[src/rtl/mbi_pkg.sv]
// rtl/mbi_pkg.sv - shared states, addresses and stat layout for monte_bus_initiator
package mbi_pkg;

    typedef enum logic [2:0] {
        IDLE,
        WR_GRID,
        WR_SEED,
        WAIT,
        RD,
        DRAIN,
        FIN
    } state_t;

    localparam int BEAT_W          = 6;
    localparam int ADDR_GRID0      = 0;
    localparam int ADDR_SEED       = 16;
    localparam int N_CELLS         = 16;
    localparam int DEF_STAT_BASE   = 17;
    localparam int DEF_STAT_STRIDE = 10;
    localparam int N_DIR           = 4;
    localparam int BYTES_PER_DIR   = 10;
    localparam int N_STAT          = N_DIR * BYTES_PER_DIR;
    localparam int DIR_BITS        = BYTES_PER_DIR * 8;
    localparam int OFS_MAX_MOVE    = 0;
    localparam int OFS_TOTAL_MOVE  = 2;
    localparam int OFS_TRIAL       = 6;

    // Bit position of stat byte k inside the packed result vector.
    function automatic int stat_lsb(input int k, input int stride);
        return (k / stride) * DIR_BITS + (k % stride) * 8;
    endfunction

endpackage

[src/rtl/mbi_beat_engine.sv]
// rtl/mbi_beat_engine.sv - req/gnt beat issue and one-cycle read capture pipeline
module mbi_beat_engine
    import mbi_pkg::*;
(
    input  logic              clk,
    input  logic              rst,
    input  logic              req,
    input  logic              is_write,
    input  logic [BEAT_W-1:0] beat_idx,
    input  logic              int_gnt,
    output logic              int_req,
    output logic              int_write,
    output logic              int_read,
    output logic              fire,
    output logic              cap_valid,
    output logic [BEAT_W-1:0] cap_idx
);

    // A beat only goes out in a cycle where the arbiter grants; otherwise it is retried.
    assign int_req   = req;
    assign fire      = req & int_gnt;
    assign int_write = fire & is_write;
    assign int_read  = fire & ~is_write;

    // Read data arrives the cycle after the strobe, so remember which byte it belongs to.
    always_ff @(posedge clk) begin
        if (rst) begin
            cap_valid <= 1'b0;
            cap_idx   <= '0;
        end else begin
            cap_valid <= int_read;
            if (int_read) begin
                cap_idx <= beat_idx;
            end
        end
    end

endmodule

[src/rtl/monte_bus_initiator.sv]
// rtl/monte_bus_initiator.sv - job FSM driving the stat responder; optional MBI_ABORT_EN adds abort input
module monte_bus_initiator
    import mbi_pkg::*;
#(
    parameter int ADDR_W      = 16,
    parameter int CELL_W      = 5,
    parameter int RUN_CYCLES  = 1000000,
    parameter int STAT_BASE   = DEF_STAT_BASE,
    parameter int STAT_STRIDE = DEF_STAT_STRIDE
) (
    input  logic                  clk,
    input  logic                  rst,
    input  logic                  start,
`ifdef MBI_ABORT_EN
    input  logic                  abort,
`endif
    input  logic [16*CELL_W-1:0]  board,
    input  logic [7:0]            seed,
    output logic                  busy,
    output logic                  done,
    output logic                  err,
    output logic [N_DIR*DIR_BITS-1:0] stats,
    output logic [ADDR_W-1:0]     int_address,
    output logic [7:0]            int_wr_data,
    output logic                  int_write,
    output logic                  int_read,
    input  logic [7:0]            int_rd_data,
    output logic                  int_req,
    input  logic                  int_gnt
);

    localparam logic [31:0]       RUN_LAST   = 32'(RUN_CYCLES - 1);
    localparam logic [ADDR_W-1:0] ADDR_STAT0 = ADDR_W'(STAT_BASE);

    state_t              state;
    logic [BEAT_W-1:0]   idx;
    logic [BEAT_W-1:0]   nidx;
    logic [31:0]         wait_cnt;
    logic [16*CELL_W-1:0] board_r;
    logic [7:0]          seed_r;
    logic                req_r;
    logic                is_wr;
    logic                aborting;
    logic                abort_in;
    logic                abort_hit;
    logic                fire;
    logic                cap_valid;
    logic [BEAT_W-1:0]   cap_idx;
    logic [ADDR_W-1:0]   addr_r;
    logic [7:0]          wdata_r;
    logic                busy_r;
    logic                done_r;
    logic                err_r;
    logic [CELL_W-1:0]   cells [N_CELLS];
    logic [7:0]          stat_bytes [N_STAT];

`ifdef MBI_ABORT_EN
    assign abort_in = abort;
`else
    assign abort_in = 1'b0;
`endif

    for (genvar i = 0; i < N_CELLS; i++) begin : g_cells
        assign cells[i] = board_r[CELL_W*i +: CELL_W];
    end

    assign nidx      = idx + BEAT_W'(1);
    assign abort_hit = abort_in && !aborting && (state != IDLE) && (state != FIN);

    mbi_beat_engine u_beat (
        .clk       (clk),
        .rst       (rst),
        .req       (req_r),
        .is_write  (is_wr),
        .beat_idx  (idx),
        .int_gnt   (int_gnt),
        .int_req   (int_req),
        .int_write (int_write),
        .int_read  (int_read),
        .fire      (fire),
        .cap_valid (cap_valid),
        .cap_idx   (cap_idx)
    );

    always_ff @(posedge clk) begin
        if (rst) begin
            state    <= IDLE;
            idx      <= '0;
            wait_cnt <= '0;
            board_r  <= '0;
            seed_r   <= '0;
            req_r    <= 1'b0;
            is_wr    <= 1'b0;
            aborting <= 1'b0;
            addr_r   <= '0;
            wdata_r  <= '0;
            busy_r   <= 1'b0;
            done_r   <= 1'b0;
            err_r    <= 1'b0;
        end else if (abort_hit) begin
            // Whatever beat fired this cycle has completed; a zero seed write resets the responder.
            state    <= WR_SEED;
            req_r    <= 1'b1;
            is_wr    <= 1'b1;
            aborting <= 1'b1;
            addr_r   <= ADDR_W'(ADDR_SEED);
            wdata_r  <= 8'h00;
        end else begin
            case (state)
                IDLE: begin
                    if (start) begin
                        state   <= WR_GRID;
                        board_r <= board;
                        seed_r  <= seed;
                        idx     <= '0;
                        req_r   <= 1'b1;
                        is_wr   <= 1'b1;
                        addr_r  <= ADDR_W'(ADDR_GRID0);
                        wdata_r <= 8'(board[CELL_W-1:0]);
                        busy_r  <= 1'b1;
                    end
                end
                WR_GRID: begin
                    if (fire) begin
                        if (idx == BEAT_W'(N_CELLS - 1)) begin
                            state   <= WR_SEED;
                            addr_r  <= ADDR_W'(ADDR_SEED);
                            wdata_r <= seed_r;
                        end else begin
                            idx     <= nidx;
                            addr_r  <= ADDR_W'(ADDR_GRID0) + ADDR_W'(nidx);
                            wdata_r <= 8'(cells[nidx[3:0]]);
                        end
                    end
                end
                WR_SEED: begin
                    if (fire) begin
                        req_r <= 1'b0;
                        if (aborting || seed_r == 8'h00) begin
                            state  <= FIN;
                            done_r <= 1'b1;
                            err_r  <= 1'b1;
                        end else begin
                            state    <= WAIT;
                            wait_cnt <= '0;
                        end
                    end
                end
                WAIT: begin
                    if (wait_cnt == RUN_LAST) begin
                        state  <= RD;
                        req_r  <= 1'b1;
                        is_wr  <= 1'b0;
                        idx    <= '0;
                        addr_r <= ADDR_STAT0;
                    end else begin
                        wait_cnt <= wait_cnt + 32'd1;
                    end
                end
                RD: begin
                    if (fire) begin
                        if (idx == BEAT_W'(N_STAT - 1)) begin
                            state <= DRAIN;
                            req_r <= 1'b0;
                        end else begin
                            idx    <= nidx;
                            addr_r <= addr_r + ADDR_W'(1);
                        end
                    end
                end
                DRAIN: begin
                    state  <= FIN;
                    done_r <= 1'b1;
                end
                FIN: begin
                    state    <= IDLE;
                    busy_r   <= 1'b0;
                    done_r   <= 1'b0;
                    err_r    <= 1'b0;
                    aborting <= 1'b0;
                end
                default: state <= IDLE;
            endcase
        end
    end

    always_ff @(posedge clk) begin
        if (rst) begin
            for (int k = 0; k < N_STAT; k++) begin
                stat_bytes[k] <= '0;
            end
        end else if (cap_valid) begin
            stat_bytes[cap_idx] <= int_rd_data;
        end
    end

    for (genvar k = 0; k < N_STAT; k++) begin : g_stats
        assign stats[stat_lsb(k, STAT_STRIDE) +: 8] = stat_bytes[k];
    end

    assign int_address = addr_r;
    assign int_wr_data = wdata_r;
    assign busy        = busy_r;
    assign done        = done_r;
    assign err         = err_r;

endmodule
[config.mk]
export PLATFORM = sky130hd
export DESIGN_NAME = monte_bus_initiator
export DESIGN_NICKNAME = d
export VERILOG_FILES = /design/src/rtl/mbi_pkg.sv /design/src/rtl/mbi_beat_engine.sv /design/src/rtl/monte_bus_initiator.sv
export SDC_FILE = /design/constraint.sdc
export NUM_CORES = 1
export LEC_CHECK = 0
export CORE_MARGIN = 10
export CORE_UTILIZATION = 46
export DETAILED_ROUTE_END_ITERATION = 10
export PLACE_DENSITY_LB_ADDON = 0.08
export SETUP_SLACK_MARGIN = 0.02
export SLEW_MARGIN = 0
export SYNTH_ARGS = -nofsm -noshare
export SYNTH_HDL_FRONTEND = slang
export SYNTH_SLANG_ARGS = --single-unit
[constraint.sdc]
create_clock -name clk -period 2.5 [get_ports clk]
set_input_delay 0.5 -clock clk [delete_from_list [all_inputs] [get_ports clk]]
set_output_delay 0.5 -clock clk [all_outputs]
set_load 0.05 [all_outputs]
==> metrics <==
outcome=finished, final reports clean; synthesis warning total=0; CP max stage cell=clkdlybuf4s50_1; Setup Total Neg Slack=0 ns; critical path cell sequence=clkdlybuf4s50_1; number of global-route vias before repair=~15k; delay-heaviest family, CP=buffers and inverters; first-pass iteration count of the detailed router=7; setup ws final=roughly 0.092 ns; Synth top area share=a little under half; syn_area_per_cell=11.6 um^2; Clock Sinks=about 490; Core Util, Final=between 60% and 70%; CTS tree=built; remaining antenna violation count after routing=0; WL final=63.5 mm; die height=229 um; # setup viols final=0; Seq cells post-synth=485; clk_lat worst skew=0.59 ns; Post-Syn Instances=roughly 1.7k; Die W=between 200 and 250 um; Num CTS Buffers=50; WP data arrival=approximately 1.9 ns; PwrDens=just under 700 mW/mm^2; Overflow after GRT=0; critical path class=reg -> out; pre-CTS WS=-0.0835 ns; VDD IR max=roughly 0.5 mV; worst hold path class=in -> reg; Post-synth EDFFs=320; NumNets Final=between 2k and 2.5k; RSZ-0062 raised after global routing=false; initial antenna violation count=0; row cnt=76; Tmin final=roughly 2.4 ns; Placed Area=0.0259 mm^2; Sw Ratio=between 20% and 30%; Net Switching=slightly below 5 mW; asr flop ratio synth=0%; FMAX=between 400 and 500 MHz; pins over their slew limit=0; share of cells above drive strength 1=a little over a tenth; Max-Cap Viols=0; worst stage delay on the critical path=0.89 ns; Area Growth Syn to Fin=36.8%; ys flop type=edfxtp_1; max_slew headroom=about two fifths; post-synth cell types=73; CP Max Fanout=6; Iter 0 DRT Violations=around 1.2k; Core Region=0.0431 mm^2; Seq pwr share=roughly half; DIE AREA=0.0524 mm^2; final hold vios=0; Clock transition at path regs=around 0.06 ns; first-pass GRT wire length=93.8 mm; fillers=3406; Buf/Inv on CP=1; crit start category=flip-flop; register area share after synthesis=64.3%; Clock Tree Buf Depth=3; vias after detailed routing=approximately 15k; largest cells by area after synthesis=edfxtp_1, dfxtp_1, and2_1; Crit. End Element=primary output; Netlist Area Pre-Place=~0.02 mm^2; Post CTS Setup Buffer Count=0; Port Buffer Count=between 400 and 500; Least-Margin Pin Slew=0.900 ns; vias per cell=~5.2; Starting Density=between 40% and 50%; P_leak=9.91 nW; cell internal pwr=13.7 mW; WL/cell=22.2 um; Setup Skew=0.0120 ns; Req. time, crit path=2.00 ns; syn nets=between 1.5k and 2k; dpl hpwl=46.3 mm; DRC=0; Clock power frac=38.0%; largest net degree at the start of global routing=89; All-Layer GR Usage=23.3%; GPL Wtd Cong=~0.85; I/O pin cnt=450; area leader, netlist=edfxtp_1; post-route cell area=~0.027 mm^2; fin crit share=96.3%; CTS H-tree depth=2; Logic pwr share=a little over an eighth; CTS Root Cell=clkbuf_16
## cells by family (layout without fill, tap and decap cells)
kind of cell	count (synthesis)	count (layout)	synth area share (%)
adders and majority gates	3	3	0.187
muxes	34	34	3.01
buffers and inverters	125	667	2.55
other	0	2	0
DFF	485	485	64.3
and+or+nand+nor	806	806	21.5
AOI/OAI and AO/OA	265	265	7.77
xor gates and xnor gates	14	14	0.611
## per-layer routing
metal	GRT usage, %	up-vias	part of all wire [%]
met3	4.88	72	6.5
met5	0	-	0
met1	28.7	7289	41
met4	5.44	0	1.9
met2	41.0	524	51
li1	-	7116	-
## power by group through the flow
stage	clock (mW)	combinational (mW)	sequential, mW
6_report	7.06	2.49	9.01
5_1_grt	7.51	2.59	9.04
4_1_cts	7.18	2.51	9.01
3_5_place_dp	0	2.50	9.18
3_3_place_gp	0	2.49	9.17
2_1_floorplan	0	0.502	10.1
## sequential cells by signal, indices dropped and copies added (netlist names)
name              count
board_r              80
busy                  1
done                  1
err                   1
idx                   6
int_address          16
int_wr_data           8
is_wr                 1
req_r                 1
seed_r                8
stat_bytes          320
state                 3
u_beat.cap_idx        6
u_beat.cap_valid      1
wait_cnt             32
## final cells by class
type	instances	area [um^2]	area share, %
Inverter	14	52.6	0.191
Timing Repair Buffer	568	5580	20.3
Sequential cell	485	12900	47.0
Clock buffer	68	1370	4.99
Clock inverter	17	158	0.574
Multi-Input combinational cell	1122	6650	24.2
Tap cell	585	732	2.67
Antenna cell	2	5.00	0.0182
## layout by cell type, fill, tap and decap left out, types with 21 or more instances in the layout
cell type / count
a21oi_1: 140
and2_1: 327
buf_4: 106
clkbuf_16: 50
clkdlybuf4s50_1: 443
dfxtp_1: 165
edfxtp_1: 320
nand2_1: 233
nand3_1: 21
nor2_1: 91
o21ai_0: 59
## timing repair
action	4_1_cts	5_1_grt
endpoints found under the setup margin	0	3
gates resized for setup	0	3
hold buffers	0	0
## synth_stat cells (all sizes together) (6+ instances only)
library cell and instances:
a21oi 143, a221oi 7, a22oi 9, a31oi 6
and2 327, buf 18, clkbuf 93, dfxtp 165
edfxtp 320, inv 14, mux2 10, mux4 20
nand2 233, nand2b 10, nand3 22, nand4 18
nor2 92, nor3 20, nor4 14, o21ai 63
o31ai 10, or2 8, or3 12, or4 15
xnor2 10
## through the flow
step	instances	hold slack (ns)	power, mW
floorplan	1732	0.433	10.6
global placement	2773	0.439	11.7
detailed placement	2773	0.446	11.7
CTS	2858	0.377	18.7
global route	2859	0.382	19.1
finish	2861	0.388	18.6
## path summary, 6_finish.rpt
| check | startpoint | end | slack (ns) | cells past startpoint |
|---|---|---|---|---|
| setup / recovery | int_address[4] | int_address[4] | 0.09 | 1 |
| hold / removal | rst | u_beat.cap_idx[3] | 0.39 | 3 |
| hold reg to reg | board_r[59] | board_r[59] | 0.45 | 2 |
| setup reg to reg | wait_cnt[6] | wait_cnt[28] | 0.20 | 6 |
No activity file was read; power rests on OpenSTA's default activity.
